==> config.mk <==
export PLATFORM = sky130hd
export DESIGN_NAME = pc_redirect_unit_flat
export DESIGN_NICKNAME = d
export VERILOG_FILES = /design/src/rtl/pc_redirect_unit_if.sv /design/src/rtl/pc_redirect_unit.sv /design/src/flat_wrapper.sv
export SDC_FILE = /design/constraint.sdc
export NUM_CORES = 1
export LEC_CHECK = 0
export ABC_AREA = 1
export BUFFER_PORTS_ARGS = -buffer_cell sky130_fd_sc_hd__buf_4
export CORE_ASPECT_RATIO = 0.7
export CORE_MARGIN = 4
export CORE_UTILIZATION = 25
export DETAILED_ROUTE_END_ITERATION = 16
export PLACE_DENSITY = 0.52
export RECOVER_POWER = 50
export SLEW_MARGIN = 30
export SYNTH_ARGS = -nofsm -noshare
export SYNTH_HDL_FRONTEND = slang
export SYNTH_SLANG_ARGS = --single-unit
export TNS_END_PERCENT = 1
==> constraint.sdc <==
create_clock -name clk -period 2.4 [get_ports clk]
set_input_delay 0.12 -clock clk [delete_from_list [all_inputs] [get_ports clk]]
set_output_delay 0.12 -clock clk [all_outputs]
set_load 0.01 [all_outputs]
==> src/rtl/pc_redirect_unit_if.sv <==
// Fetch-PC bundle between the redirect unit and its neighbours; misalign/bad_addr exist only with MISALIGN_TRAP_EN.
// Latency: none (wires only).
// Backpressure: stall/imem_ready travel toward the unit, the fetch request travels away.
interface pc_redirect_unit_if;
    logic        stall;
    logic        imem_ready;
    logic        branch_signal;
    logic [31:0] branch_target;
    logic [31:0] pc;
    logic        pc_valid;
    logic        flush;
    logic        redirect_busy;
`ifdef MISALIGN_TRAP_EN
    logic        misalign;
    logic [31:0] bad_addr;
`endif

    modport master (
        output stall, imem_ready, branch_signal, branch_target,
        input  pc, pc_valid, flush, redirect_busy
`ifdef MISALIGN_TRAP_EN
        , input misalign, bad_addr
`endif
    );

    modport slave (
        input  stall, imem_ready, branch_signal, branch_target,
        output pc, pc_valid, flush, redirect_busy
`ifdef MISALIGN_TRAP_EN
        , output misalign, bad_addr
`endif
    );
endinterface

==> src/rtl/pc_redirect_unit.sv <==
// Fetch PC generator with branch redirect and a FLUSH_CYCLES-long registered flush (MISALIGN_TRAP_EN adds a trap).
// Latency: branch sampled at edge N shows pc=target and flush=1 after edge N; all outputs registered.
// Backpressure: stall or !imem_ready holds pc; a branch overrides both, and stall never extends flush.
module pc_redirect_unit #(
    parameter logic [31:0] RESET_PC     = 32'h0000_0000,
    parameter int          FLUSH_CYCLES = 2
) (
    input  logic             clk,
    input  logic             rst,
    pc_redirect_unit_if.slave bus
);
    typedef enum logic [1:0] {
        HOLD,
        RUN,
        REDIRECT
`ifdef MISALIGN_TRAP_EN
        , HALT
`endif
    } state_t;

    state_t      state;
    logic [31:0] pc_q;
    logic        pc_valid_q;
    logic        flush_q;
    logic        busy_q;
    logic [2:0]  cnt_q;
    logic [31:0] pc_adv;
`ifdef MISALIGN_TRAP_EN
    logic        misalign_q;
    logic [31:0] bad_addr_q;
`endif

    assign pc_adv = (bus.stall || !bus.imem_ready) ? pc_q : pc_q + 32'd4;

    always_ff @(posedge clk) begin
        if (rst) begin
            state      <= HOLD;
            pc_q       <= RESET_PC;
            pc_valid_q <= 1'b0;
            flush_q    <= 1'b0;
            busy_q     <= 1'b0;
            cnt_q      <= 3'd0;
`ifdef MISALIGN_TRAP_EN
            misalign_q <= 1'b0;
            bad_addr_q <= 32'd0;
`endif
        end else begin
            case (state)
                HOLD: begin
                    state      <= RUN;
                    pc_valid_q <= 1'b1;
                end
                RUN: begin
                    if (bus.branch_signal) begin
`ifdef MISALIGN_TRAP_EN
                        if (bus.branch_target[1]) begin
                            state      <= HALT;
                            misalign_q <= 1'b1;
                            bad_addr_q <= bus.branch_target;
                            pc_valid_q <= 1'b0;
                            flush_q    <= 1'b1;
                        end else
`endif
                        begin
                            state   <= REDIRECT;
                            pc_q    <= {bus.branch_target[31:2], 2'b00};
                            flush_q <= 1'b1;
                            busy_q  <= 1'b1;
                            cnt_q   <= 3'(FLUSH_CYCLES - 1);
                        end
                    end else begin
                        pc_q <= pc_adv;
                    end
                end
                REDIRECT: begin
                    // branch_signal is ignored here: execute forces it low while flush is high
                    pc_q <= pc_adv;
                    if (cnt_q == 3'd0) begin
                        state   <= RUN;
                        flush_q <= 1'b0;
                        busy_q  <= 1'b0;
                    end else begin
                        cnt_q <= cnt_q - 3'd1;
                    end
                end
`ifdef MISALIGN_TRAP_EN
                HALT: begin
                    state <= HALT;
                end
`endif
                default: state <= HOLD;
            endcase
        end
    end

    assign bus.pc            = pc_q;
    assign bus.pc_valid      = pc_valid_q;
    assign bus.flush         = flush_q;
    assign bus.redirect_busy = busy_q;
`ifdef MISALIGN_TRAP_EN
    assign bus.misalign      = misalign_q;
    assign bus.bad_addr      = bad_addr_q;
`endif
endmodule
==> src/flat_wrapper.sv <==
// flat-port wrapper written by rule: the top's interface ports become plain ports
module pc_redirect_unit_flat 
#(
    parameter logic [31:0] RESET_PC     = 32'h0000_0000,
    parameter int          FLUSH_CYCLES = 2
)
  (clk, rst, bus_stall, bus_imem_ready, bus_branch_signal, bus_branch_target, bus_pc, bus_pc_valid, bus_flush, bus_redirect_busy);
  pc_redirect_unit_if bus_i ();
  input  logic clk;
  input  logic rst;
  input wire logic [$bits(bus_i.stall)-1:0] bus_stall;
  input wire logic [$bits(bus_i.imem_ready)-1:0] bus_imem_ready;
  input wire logic [$bits(bus_i.branch_signal)-1:0] bus_branch_signal;
  input wire logic [$bits(bus_i.branch_target)-1:0] bus_branch_target;
  output wire logic [$bits(bus_i.pc)-1:0] bus_pc;
  output wire logic [$bits(bus_i.pc_valid)-1:0] bus_pc_valid;
  output wire logic [$bits(bus_i.flush)-1:0] bus_flush;
  output wire logic [$bits(bus_i.redirect_busy)-1:0] bus_redirect_busy;
  assign bus_i.stall = bus_stall;
  assign bus_i.imem_ready = bus_imem_ready;
  assign bus_i.branch_signal = bus_branch_signal;
  assign bus_i.branch_target = bus_branch_target;
  assign bus_pc = bus_i.pc;
  assign bus_pc_valid = bus_i.pc_valid;
  assign bus_flush = bus_i.flush;
  assign bus_redirect_busy = bus_i.redirect_busy;
  pc_redirect_unit #(.RESET_PC(RESET_PC), .FLUSH_CYCLES(FLUSH_CYCLES)) u_core (.clk(clk), .rst(rst), .bus(bus_i));
endmodule
## Yosys cells after proc, flatten, opt, wreduce, memory -nomap -nowiden

Cells that the tools add are included.

- Register bits after elaboration: 39
- Input port bits: 37
- Word-level logic and storage cells: 32

- Add/sub/neg operators: 2
- Equal/unequal tests: 5
- Multiplexer cells: 12
- Reductions and logical operators: 8

Operators with widths:

| kind | number |
|---|---|
| $mux 32 | 2 |
| $pmux 32 s2 | 1 |
| $add 32x3->32 const B | 1 |
| $mux 3 | 2 |
| $pmux 2 s3 | 1 |
| $pmux 3 s2 | 1 |
| $reduce_and 3->1 | 2 |
| $mux 2 | 2 |
| $ne 2x2->1 const B | 2 |
| $logic_not 3->1 | 1 |
| $sub 3x1->3 const B | 1 |
| $eq 2x1->1 const B | 1 |
| $eq 2x2->1 const B | 1 |
| $logic_not 2->1 | 1 |
| $mux 1 | 2 |
| $ne 2x1->1 const B | 1 |
| $pmux 1 s2 | 1 |
| $reduce_and 2->1 | 1 |
| $reduce_bool 2->1 | 1 |
| $logic_not 1->1 | 1 |
| $logic_or 1x1->1 | 1 |

## Longest topological paths before layout

Gate-level depths: netlist (run 1).

- Depth after elaboration: 5
- Gate-level depth with buffers: 10

## Least setup slack after synthesis (run 1)

OpenSTA, ideal clock, no wires.

- Kind: reg2reg
- From: register u_core.state[0]
- To: register u_core.pc_q[19], in the netlist u_core.bus.pc[19]
- Setup time: 68 ps
- Arrival: 1,443 ps
- Setup slack: 889 ps
- Stages on the path, launching flop included: 8
- Period minus slack after synthesis: 1,511 ps
- Path through: dfxtp_1 inv_1 ha_1 clkbuf_1 inv_1 clkbuf_1 nand2_1 a21oi_2

- Word-level cells in the longest chain between the ends: 2

Ends and longest elaborated chain:

| element | RTL line | RTL |
|---|---|---|
| from (decl) | pc_redirect_unit.sv:21 | `state_t state;` |
| from (signal assigned) | pc_redirect_unit.sv:37 | `state <= HOLD;` |
| from (signal assigned) | pc_redirect_unit.sv:50 | `state <= RUN;` |
| from (signal assigned) | pc_redirect_unit.sv:65 | `state <= REDIRECT;` |
| $eq 2x2->1 / $eq 2x1->1 (equally long branches) | pc_redirect_unit.sv:48 | `case (state)` |
| $pmux 32 s2 / $reduce_bool 2->1 (equally long branches) | -- |  |
| to (signal assigned) | pc_redirect_unit.sv:66 | `pc_q <= {bus.branch_target[31:2], 2'b00};` |
| to (signal assigned) | pc_redirect_unit.sv:72 | `pc_q <= pc_adv;` |
| to (signal assigned) | pc_redirect_unit.sv:77 | `pc_q <= pc_adv;` |
| to (decl) | pc_redirect_unit.sv:22 | `logic [31:0] pc_q;` |

Several ways; a longest one is shown, not always the timed one.
A chain may end at the register's enable or synchronous reset.

## Final worst setup path (run 1)

- From: register u_core.state[0]
- To: register u_core.pc_q[9], in the netlist u_core.bus.pc[9]

Same word-level chain as after synthesis.

==> report_table.html, run 1 <==
<table>
<tr><th>Metric</th><th>Value</th></tr>
<tr><th colspan="2">Synth</th></tr>
<tr><td>EDFF count, synth</td><td>0</td></tr>
<tr><td>Flops &amp; latches, synth</td><td>37</td></tr>
<tr><td>Cells after Synth</td><td>435</td></tr>
<tr><td>Post-synthesis async set-or-reset flop share</td><td>0%</td></tr>
<tr><td>Sequential fraction of the synthesis area</td><td>27.0%</td></tr>
<tr><td>Count of unique library cells instantiated by Yosys</td><td>36</td></tr>
<tr><td>Mean cell area of the mapped netlist</td><td>6.31 µm²</td></tr>
<tr><td>Warnings from Yosys</td><td>0</td></tr>
<tr><td>Total standard cell area after synthesis</td><td>2750 µm²</td></tr>
<tr><td>Synth Flop Type</td><td>sky130_fd_sc_hd__dfxtp_1</td></tr>
<tr><th colspan="2">Detailed routing</th></tr>
<tr><td>Final ANT Viol Nets</td><td>0</td></tr>
<tr><td>Number of optimization iterations in the first detailed-route pass</td><td>5</td></tr>
<tr><td>Count of unresolved DRC violations after routing</td><td>0</td></tr>
<tr><td>Number of violations reported at the end of detailed-routing iteration 0</td><td>between 150 and 200</td></tr>
<tr><td>Post-detailed-route via-to-cell ratio</td><td>between 4 and 5</td></tr>
<tr><td>Total Wirelength</td><td>8.47 mm</td></tr>
<tr><td>Routed len/inst</td><td>~13 µm</td></tr>
<tr><td>Total via count in the routed design</td><td>2907</td></tr>
<tr><th colspan="2">Worst setup path</th></tr>
<tr><td>Startpoint type of the worst setup path</td><td>register</td></tr>
<tr><td>Cell class contributing the biggest share of worst-path delay</td><td>buffers and inverters</td></tr>
<tr><td>Worst Path Max Fanout</td><td>35</td></tr>
<tr><td>Data required time of the critical path</td><td>approximately 2.6 ns</td></tr>
<tr><td>Cell-by-cell trace of the critical path</td><td>inv_1 -&gt; ha_1 -&gt; inv_2 -&gt; nand2_2 -&gt; buf_4 -&gt; buf_4 -&gt; nand2_1 -&gt; o21bai_1 -&gt; a21oi_1</td></tr>
<tr><td>Max stage delay on crit path</td><td>a little over 0.3 ns</td></tr>
<tr><td>CP arrival</td><td>roughly 2.0 ns</td></tr>
<tr><td>Worst setup path category</td><td>reg -&gt; reg</td></tr>
<tr><td>Worst Setup End Kind</td><td>register</td></tr>
<tr><td>Most numerous cell on the critical path</td><td>sky130_fd_sc_hd__buf_4</td></tr>
<tr><td>Crit path max-delay cell type</td><td>sky130_fd_sc_hd__dfxtp_1</td></tr>
<tr><td>Buffer and inverter count on the worst path</td><td>4</td></tr>
<tr><th colspan="2">Die</th></tr>
<tr><td>Core Footprint</td><td>10500 µm²</td></tr>
<tr><td>Die height</td><td>95.7 µm</td></tr>
<tr><td>Chip Width</td><td>between 100 and 150 µm</td></tr>
<tr><td>Die ar.</td><td>12700 µm²</td></tr>
<tr><td># rows</td><td>31</td></tr>
<tr><td>Initial standard-cell utilization of the core</td><td>26.1%</td></tr>
<tr><td>I/O pin count</td><td>72</td></tr>
<tr><th colspan="2">Cells and area</th></tr>
<tr><td>Number of fill cells in the layout</td><td>1181</td></tr>
<tr><td>Growth of design area from synthesis to finish</td><td>23.8%</td></tr>
<tr><td>Total area of sequential cells</td><td>741 µm²</td></tr>
<tr><td>Count of antenna diodes in the layout</td><td>0</td></tr>
<tr><td>Nets@finish</td><td>538</td></tr>
<tr><td>Fraction of final layout cells sized beyond drive strength 1</td><td>between 10% and 20%</td></tr>
<tr><td>Multi-input gate area</td><td>1680 µm²</td></tr>
<tr><td>Finished Cell Area</td><td>3400 µm²</td></tr>
<tr><th colspan="2">Timing</th></tr>
<tr><td>Setup total negative slack</td><td>0 ns</td></tr>
<tr><td>Post-route minimum period</td><td>between 1.5 and 2 ns</td></tr>
<tr><td>Highest attainable clock frequency</td><td>550 MHz</td></tr>
<tr><td>Clock tree skew after final layout</td><td>0.00639 ns</td></tr>
<tr><td>Hold Fails Final Rpt</td><td>0</td></tr>
<tr><td>Final period utilization</td><td>75.8%</td></tr>
<tr><td>Finish-stage setup viols</td><td>0</td></tr>
<tr><td>Unrepaired setup endpoints after global routing</td><td>no</td></tr>
<tr><td>Number of max-slew violations in the final report</td><td>0</td></tr>
<tr><th colspan="2">Min path</th></tr>
<tr><td>Class of the worst hold path</td><td>in -&gt; reg</td></tr>
<tr><th colspan="2">Pwr</th></tr>
<tr><td>Worst IR Drop VDD</td><td>0.000250 V</td></tr>
<tr><td>Leak pwr</td><td>about 1.3 nW</td></tr>
<tr><td>Power density over the cells</td><td>778 nW/µm²</td></tr>
<tr><th colspan="2">Placement</th></tr>
<tr><td>Post-placement cell area</td><td>3380 µm²</td></tr>
<tr><td>Buffers on Ports</td><td>67</td></tr>
<tr><td>Global placement routability congestion</td><td>roughly 0.82</td></tr>
<tr><td>Detailed placement HPWL</td><td>6.47 mm</td></tr>
<tr><th colspan="2">GRT</th></tr>
<tr><td>Highest-utilization routing layer at the global route stage</td><td>met2</td></tr>
<tr><td>Met1 usage in global routing</td><td>a little under a fifth</td></tr>
<tr><td>Largest net degree at the start of global routing</td><td>36</td></tr>
<tr><td>Via count of the first global-routing pass</td><td>approximately 2800</td></tr>
<tr><td>Overflow after GRT</td><td>0</td></tr>
<tr><td>Met3 Usage GRT</td><td>3.01%</td></tr>
<tr><td>Overall Global Routing Usage</td><td>13.4%</td></tr>
<tr><td>Global-route wire length before repair</td><td>13.8 mm</td></tr>
<tr><td>GR Util met2</td><td>20.5%</td></tr>
<tr><td>Antenna violations before repair</td><td>0</td></tr>
<tr><th colspan="2">Clocking</th></tr>
<tr><td>Worst-path clk slew</td><td>0.06 ns</td></tr>
<tr><td>Post-CTS setup buffers</td><td>0</td></tr>
<tr><td>Number of resized instances in the post-cts repair step</td><td>0</td></tr>
<tr><td>Number of clock buffers inserted by TritonCTS</td><td>5</td></tr>
<tr><td>Count of hold buffers inserted by post-cts repair</td><td>0</td></tr>
<tr><td>H-tree depth</td><td>2</td></tr>
<tr><td>Clock sink count</td><td>37</td></tr>
<tr><td>Clock tree from TritonCTS</td><td>built</td></tr>
<tr><td>Clock network latency to the later pin of the worst-skew pair</td><td>0.28 ns</td></tr>
<tr><td>Clock tree root driver cell</td><td>sky130_fd_sc_hd__clkbuf_16</td></tr>
<tr><td>CTS Buffer Depth</td><td>2</td></tr>
<tr><th colspan="2">Flow run</th></tr>
<tr><td>Max_cap viols</td><td>0</td></tr>
<tr><th colspan="2">Run status</th></tr>
<tr><td>Outcome</td><td>completed</td></tr>
</table>
cell type report:
class                      instances  share of cell area, %
sequential                        37                   21.8
inverter                          60                   6.63
multi-input combinational        320                   49.5
timing repair buffer              71                   12.4
tap                              148                   5.45
clock buffer                       7                   4.20
power breakdown:
part | switching, mW | leakage (nW) | total [mW] | internal [mW]
combinational | 0.636 | 0.936 | 1.03 | 0.397
clock | 0.255 | 0.0700 | 0.663 | 0.408
sequential | 0.195 | 0.303 | 0.948 | 0.753
total | 1.09 | 1.31 | 2.64 | 1.56
placed cells by master, fill, tap and decap left out:
| cell | instances |
|---|---|
| sky130_fd_sc_hd__a211oi_1 | 4 |
| sky130_fd_sc_hd__a21o_1 | 1 |
| sky130_fd_sc_hd__a21oi_1 | 26 |
| sky130_fd_sc_hd__a21oi_2 | 6 |
| sky130_fd_sc_hd__a221oi_1 | 1 |
| sky130_fd_sc_hd__a311oi_1 | 1 |
| sky130_fd_sc_hd__a31oi_1 | 3 |
| sky130_fd_sc_hd__buf_12 | 1 |
| sky130_fd_sc_hd__buf_4 | 37 |
| sky130_fd_sc_hd__clkbuf_1 | 34 |
| sky130_fd_sc_hd__clkbuf_16 | 5 |
| sky130_fd_sc_hd__clkbuf_8 | 1 |
| sky130_fd_sc_hd__conb_1 | 2 |
| sky130_fd_sc_hd__dfxtp_1 | 37 |
| sky130_fd_sc_hd__ha_1 | 6 |
| sky130_fd_sc_hd__inv_1 | 57 |
| sky130_fd_sc_hd__inv_2 | 3 |
| sky130_fd_sc_hd__nand2_1 | 119 |
| sky130_fd_sc_hd__nand2_2 | 6 |
| sky130_fd_sc_hd__nand3_1 | 39 |
| sky130_fd_sc_hd__nand3_2 | 4 |
| sky130_fd_sc_hd__nand3_4 | 1 |
| sky130_fd_sc_hd__nand3b_1 | 4 |
| sky130_fd_sc_hd__nand4_1 | 5 |
| sky130_fd_sc_hd__nor2_1 | 24 |
| sky130_fd_sc_hd__nor2_2 | 3 |
| sky130_fd_sc_hd__nor2_4 | 9 |
| sky130_fd_sc_hd__nor3_1 | 8 |
| sky130_fd_sc_hd__nor3_2 | 2 |
| sky130_fd_sc_hd__nor3_4 | 1 |
| sky130_fd_sc_hd__o21ai_0 | 31 |
| sky130_fd_sc_hd__o21ai_1 | 1 |
| sky130_fd_sc_hd__o21bai_1 | 4 |
| sky130_fd_sc_hd__o221ai_1 | 1 |
| sky130_fd_sc_hd__or2_2 | 4 |
| sky130_fd_sc_hd__xnor2_1 | 3 |
| sky130_fd_sc_hd__xor2_1 | 1 |
metrics by stage:
step,power [mW],utilization [%],std cells,hold slack (ns),setup slack (ns)
4_1_cts,2.79,33.5,643,0.111,0.566
6_report,2.64,32.3,643,0.114,0.581
3_3_place_gp,2.09,32.2,636,0.404,0.627
5_1_grt,2.88,32.3,643,0.117,0.364
2_1_floorplan,1.64,-,436,0.279,0.889
3_5_place_dp,2.11,32.2,636,0.408,0.587
state kept, by name (all words and copies together), names as in the netlist:
name                 count
u_core.bus.flush         1
u_core.bus.pc           30
u_core.bus.pc_valid      1
u_core.cnt_q             3
u_core.state             2
path summary, 6_finish.rpt:
path | depth (start not counted) | end | startpoint | slack (ns)
setup / recovery | 9 | u_core.bus.pc[9]$_SDFFE_PP0P_ | u_core.state[0]$_SDFFE_PP0P_ | 0.58
setup reg to reg | 9 | u_core.bus.pc[9]$_SDFFE_PP0P_ | u_core.state[0]$_SDFFE_PP0P_ | 0.58
hold / removal | 3 | u_core.bus.pc[2]$_SDFFE_PP0P_ | bus_branch_target[2] | 0.11
hold reg to reg | 2 | u_core.bus.pc_valid$_SDFFE_PP0P_ | u_core.bus.pc_valid$_SDFFE_PP0P_ | 0.47
worst min-delay path, stage by stage:
cell and delay, ns:
sky130_fd_sc_hd__buf_4 0.11, sky130_fd_sc_hd__nand2_1 0.05, sky130_fd_sc_hd__a31oi_1 0.07
cell families after synthesis:
group	Yosys count	share of synthesized area, %
flip-flops	37	27.0
adder cells (fa/ha/maj)	6	2.73
AO/OA/AOI/OAI	79	16.6
AND/OR/NAND/NOR	229	40.4
XOR/XNOR	4	1.28
buffers and inverters	79	11.9
other	1	0.137
synthesized netlist by cell type (all sizes together), types with 3 or more instances:
master	instances	area share, %
clkbuf	11	1.5
nor2	36	7.7
buf	8	2.1
ha	6	2.7
o21ai	32	5.8
nand4	5	1.1
dfxtp	37	27
nand3	44	9.2
nor3	11	2.8
a21oi	32	6.7
or2	4	0.91
o21bai	4	1.1
nand3b	4	1.1
xnor2	3	0.96
a211oi	4	1.1
a31oi	3	0.68
nand2	125	18
inv	60	8.2
routing by layer:
metal  vias up  share of wire, %
met1      1299                53
met3         9               4.7
li1       1526                 -
met4         0               1.4
met2        73                41
met5         -                 0
Power figures use the tool's default switching activity.
==> run 2: changes to the inputs <==
- ABC_AREA: 1 -> 0
- clock period: 2.4 -> 1.81 ns (I/O delays scaled with it)
==> report_table.html, run 2 <==
<table>
<tr><th>Metric</th><th>Value</th></tr>
<tr><th colspan="2">Cells and area</th></tr>
<tr><td>Number of flip-flops in the largest register</td><td>30 (unchanged)</td></tr>
<tr><td>Final Non-Filler Cells</td><td>539 (-16%)</td></tr>
<tr><td>Nets@finish</td><td>453 (-16%)</td></tr>
<tr><td>Most used cells in the layout excluding fill and tap cells</td><td>sky130_fd_sc_hd__buf_4 (62), sky130_fd_sc_hd__dfxtp_1 (37), sky130_fd_sc_hd__nor2_1 (35), sky130_fd_sc_hd__clkbuf_1 (30), sky130_fd_sc_hd__nand2_1 (26)</td></tr>
<tr><td>Count of antenna diodes in the layout</td><td>0 (unchanged)</td></tr>
<tr><td>Commonest non-fill, non-tap cell in the layout</td><td>sky130_fd_sc_hd__buf_4</td></tr>
<tr><td>Number of fill cells in the layout</td><td>1060 (-10%)</td></tr>
<tr><td>Growth of design area from synthesis to finish</td><td>36.0%</td></tr>
<tr><td>Fraction of final layout cells sized beyond drive strength 1</td><td>21.9% (+5.1 points)</td></tr>
<tr><td>Multi-input gate area</td><td>1640 µm² (-2.5%)</td></tr>
<tr><td>Total area of sequential cells</td><td>741 µm² (unchanged)</td></tr>
<tr><th colspan="2">Worst setup path</th></tr>
<tr><td>Worst Path Max Fanout</td><td>23 (-34%)</td></tr>
<tr><td>Worst setup path category</td><td>reg -&gt; reg</td></tr>
<tr><td>Data required time of the critical path</td><td>1.99 ns (-0.56 ns)</td></tr>
<tr><td>Worst Setup End Kind</td><td>register</td></tr>
<tr><td>CP arrival</td><td>1.90 ns (-0.07 ns)</td></tr>
<tr><td>Startpoint type of the worst setup path</td><td>register</td></tr>
<tr><th colspan="2">Synth</th></tr>
<tr><td>Synth top area cells</td><td>sky130_fd_sc_hd__dfxtp_1 (30%), sky130_fd_sc_hd__nor2_1 (5.3%), sky130_fd_sc_hd__a21oi_1 (4.7%), sky130_fd_sc_hd__nand2_1 (4.2%), sky130_fd_sc_hd__nand4_1 (3.8%)</td></tr>
<tr><td>Cells after Synth</td><td>330 (-24%)</td></tr>
<tr><td>Top cell type's share of synthesized area</td><td>29.9% (+2.9 points)</td></tr>
<tr><td>Mean cell area of the mapped netlist</td><td>7.50 µm² (+19%)</td></tr>
<tr><td>Post-synthesis async set-or-reset flop share</td><td>0% (unchanged)</td></tr>
<tr><td>Most instantiated cells after synthesis</td><td>sky130_fd_sc_hd__dfxtp_1 (37), sky130_fd_sc_hd__nor2_1 (35), sky130_fd_sc_hd__nand2_1 (28)</td></tr>
<tr><td>Largest area contributor in the netlist</td><td>sky130_fd_sc_hd__dfxtp_1</td></tr>
<tr><td>EDFF count, synth</td><td>0 (unchanged)</td></tr>
<tr><td>Most common cell in the netlist</td><td>sky130_fd_sc_hd__dfxtp_1</td></tr>
<tr><td>Count of unique library cells instantiated by Yosys</td><td>52 (+44%)</td></tr>
<tr><td>Warnings from Yosys</td><td>0 (unchanged)</td></tr>
<tr><td>Synth Flop Type</td><td>sky130_fd_sc_hd__dfxtp_1</td></tr>
<tr><td>Flops &amp; latches, synth</td><td>37 (unchanged)</td></tr>
<tr><td>Total standard cell area after synthesis</td><td>2470 µm² (-9.8%)</td></tr>
<tr><td>Sequential fraction of the synthesis area</td><td>29.9% (+2.9 points)</td></tr>
<tr><th colspan="2">Timing</th></tr>
<tr><td>Clock tree skew after final layout</td><td>0.00549 ns (-0.000894 ns)</td></tr>
<tr><td>Hold Fails Final Rpt</td><td>0 (unchanged)</td></tr>
<tr><td>Highest attainable clock frequency</td><td>580 MHz (+5.6%)</td></tr>
<tr><td>Unrepaired setup endpoints after global routing</td><td>yes</td></tr>
<tr><td>Final period utilization</td><td>95.2% (+19 points)</td></tr>
<tr><td>Number of max-slew violations in the final report</td><td>0 (unchanged)</td></tr>
<tr><td>Post-route minimum period</td><td>1.72 ns (-0.0960 ns)</td></tr>
<tr><td>WHS</td><td>0.104 ns (-0.0107 ns)</td></tr>
<tr><td>Finish-stage setup viols</td><td>0 (unchanged)</td></tr>
<tr><th colspan="2">Pwr</th></tr>
<tr><td>Clk network pwr share</td><td>24.6% (-0.5 points)</td></tr>
<tr><td>Leak pwr</td><td>1.30 nW (-1.1%)</td></tr>
<tr><td>Sequential Power Share</td><td>34.0% (-1.8 points)</td></tr>
<tr><td>Net Switching</td><td>1.37 mW (+26%)</td></tr>
<tr><td>Pwr Total</td><td>3.48 mW (+32%)</td></tr>
<tr><td>Fraction of power spent switching nets</td><td>39.3% (-1.8 points)</td></tr>
<tr><td>Int Pwr</td><td>2.11 mW (+35%)</td></tr>
<tr><td>Power density over the cells</td><td>1030 nW/µm² (+33%)</td></tr>
<tr><td>Combinational share of power</td><td>41.4% (+2.3 points)</td></tr>
<tr><td>Worst IR Drop VDD</td><td>0.000497 V (+99%)</td></tr>
<tr><th colspan="2">Detailed routing</th></tr>
<tr><td>Number of violations reported at the end of detailed-routing iteration 0</td><td>217 (+35%)</td></tr>
<tr><td>Count of unresolved DRC violations after routing</td><td>0 (unchanged)</td></tr>
<tr><td>Total Wirelength</td><td>8.68 mm (+2.5%)</td></tr>
<tr><td>Routed len/inst</td><td>16.1 µm (+22%)</td></tr>
<tr><td>Total via count in the routed design</td><td>2759 (-5.1%)</td></tr>
<tr><td>Final ANT Viol Nets</td><td>0 (unchanged)</td></tr>
<tr><td>Post-detailed-route via-to-cell ratio</td><td>5.12 (+13%)</td></tr>
<tr><td>Number of optimization iterations in the first detailed-route pass</td><td>4 (-1)</td></tr>
<tr><th colspan="2">Run status</th></tr>
<tr><td>Outcome</td><td>completed</td></tr>
<tr><th colspan="2">Clocking</th></tr>
<tr><td>Worst-path clk slew</td><td>0.06 ns (about the same)</td></tr>
<tr><td>Clock sink count</td><td>37 (unchanged)</td></tr>
<tr><td>Clock network latency to the later pin of the worst-skew pair</td><td>0.28 ns (about the same)</td></tr>
<tr><td>Number of resized instances in the post-cts repair step</td><td>0 (unchanged)</td></tr>
<tr><td>Post-CTS setup buffers</td><td>0 (unchanged)</td></tr>
<tr><td>Clock tree root driver cell</td><td>sky130_fd_sc_hd__clkbuf_16</td></tr>
<tr><td>CTS Buffer Depth</td><td>2 (unchanged)</td></tr>
<tr><td>H-tree depth</td><td>2 (unchanged)</td></tr>
<tr><td>Number of clock buffers inserted by TritonCTS</td><td>5 (unchanged)</td></tr>
<tr><td>Clock tree from TritonCTS</td><td>built</td></tr>
<tr><td>Count of hold buffers inserted by post-cts repair</td><td>0 (unchanged)</td></tr>
<tr><th colspan="2">Die</th></tr>
<tr><td>Core Footprint</td><td>9680 µm² (-7.9%)</td></tr>
<tr><td>Chip Width</td><td>127 µm (-4.7%)</td></tr>
<tr><td>Initial standard-cell utilization of the core</td><td>25.6% (-0.56 points)</td></tr>
<tr><td>Die height</td><td>91.2 µm (-4.6%)</td></tr>
<tr><td>I/O pin count</td><td>72 (unchanged)</td></tr>
<tr><td># rows</td><td>30 (-3.2%)</td></tr>
<tr><td>Die ar.</td><td>11600 µm² (-9.2%)</td></tr>
<tr><th colspan="2">Placement</th></tr>
<tr><td>Global placement routability congestion</td><td>0.808 (-1.0%)</td></tr>
<tr><td>Detailed placement HPWL</td><td>6.40 mm (-1.1%)</td></tr>
<tr><td>Buffers on Ports</td><td>67 (unchanged)</td></tr>
<tr><td>Placed instance count</td><td>531 (-17%)</td></tr>
<tr><th colspan="2">Min path</th></tr>
<tr><td>Class of the worst hold path</td><td>in -&gt; reg</td></tr>
<tr><th colspan="2">GRT</th></tr>
<tr><td>Antenna violations before repair</td><td>0 (unchanged)</td></tr>
<tr><td>Overflow after GRT</td><td>0 (unchanged)</td></tr>
<tr><td>Largest net degree at the start of global routing</td><td>40 (+11%)</td></tr>
<tr><td>Via count of the first global-routing pass</td><td>2823 (+2.0%)</td></tr>
<tr><td>Global-route wire length before repair</td><td>14.3 mm (+3.5%)</td></tr>
<tr><td>Overall Global Routing Usage</td><td>15.1% (+1.7 points)</td></tr>
<tr><th colspan="2">Flow run</th></tr>
<tr><td>Max_cap viols</td><td>0 (unchanged)</td></tr>
</table>
[run 2: cell count changes after synthesis, sizes merged, moves of 8 or more]
cell | previous run | this run
and3 | 0 | 8
mux2i | 0 | 8
nand2 | 125 | 28
nand3 | 44 | 18
nand4 | 5 | 15
nor2b | 0 | 11
o21ai | 32 | 16
a21oi | 32 | 23
inv | 60 | 8
nor4 | 0 | 8
[run 2: cell type report]
class | instances | share of cell area, %
Clock buffer | 6 | 3.83
Clock inverter | 2 | 0.297
Multi-Input combinational cell | 262 | 48.7
Inverter | 8 | 0.892
Sequential cell | 37 | 22.0
Timing Repair Buffer | 96 | 19.5
Tap cell | 128 | 4.76
[run 2: cells by family after synthesis]
kind of cell,share of synthesized area (%)
compound gates,23.5
flops,29.9
fa+ha+maj,3.03
other cells,0.152
buf+inv,5.66
mux,4.15
simple gates,33.6
[run 2: path summary, 6_finish.rpt]
path,endpoint,cells after the start,slack (ns),from
worst max-delay path,u_core.bus.pc[22]$_SDFFE_PP0P_,7,0.09,u_core.state[0]$_SDFFE_PP0P_
worst min-delay path,u_core.bus.pc[30]$_SDFFE_PP0P_,3,0.10,bus_branch_target[30]
worst max register to register,u_core.bus.pc[22]$_SDFFE_PP0P_,7,0.09,u_core.state[0]$_SDFFE_PP0P_
worst min register to register,u_core.bus.pc_valid$_SDFFE_PP0P_,2,0.47,u_core.bus.pc_valid$_SDFFE_PP0P_
[run 2: power groups by stage]
stage          Clock, mW  Sequential, mW  Combinational [mW]
6_report           0.857            1.18                1.44
5_1_grt            0.915            1.22                1.61
4_1_cts            0.875            1.18                1.51
3_5_place_dp           0            1.19                1.50
3_3_place_gp           0            1.19                1.48
2_1_floorplan          0            1.23               0.764
[run 2: critical path: stages, from the launching register on]
cell and delay, ns:
sky130_fd_sc_hd__dfxtp_1 0.36, sky130_fd_sc_hd__inv_1 0.08, sky130_fd_sc_hd__ha_1 0.25, sky130_fd_sc_hd__nand2b_2 0.24
sky130_fd_sc_hd__buf_12 0.17, sky130_fd_sc_hd__nand3_1 0.08, sky130_fd_sc_hd__o22ai_1 0.08, sky130_fd_sc_hd__a2111oi_2 0.34
[run 2: through the flow]
step	util, %	setup slack (ns)	area [µm²]	TNS (ns)
2_1_floorplan	-	0.0578	2480	0
3_3_place_gp	34.0	0.0971	3290	0
3_5_place_dp	34.0	0.0433	3290	0
4_1_cts	35.4	0.0195	3430	0
5_1_grt	34.8	-0.0267	3370	-0.0929
6_report	34.8	0.0867	3370	0
[run 2: layer usage]
metal,global-route usage (%),vias to the layer above,wire (µm)
li1,-,1384,-
met1,22.0,1290,4570
met2,22.9,79,3670
met3,3.12,6,405
met4,3.21,0,34
met5,0,-,0
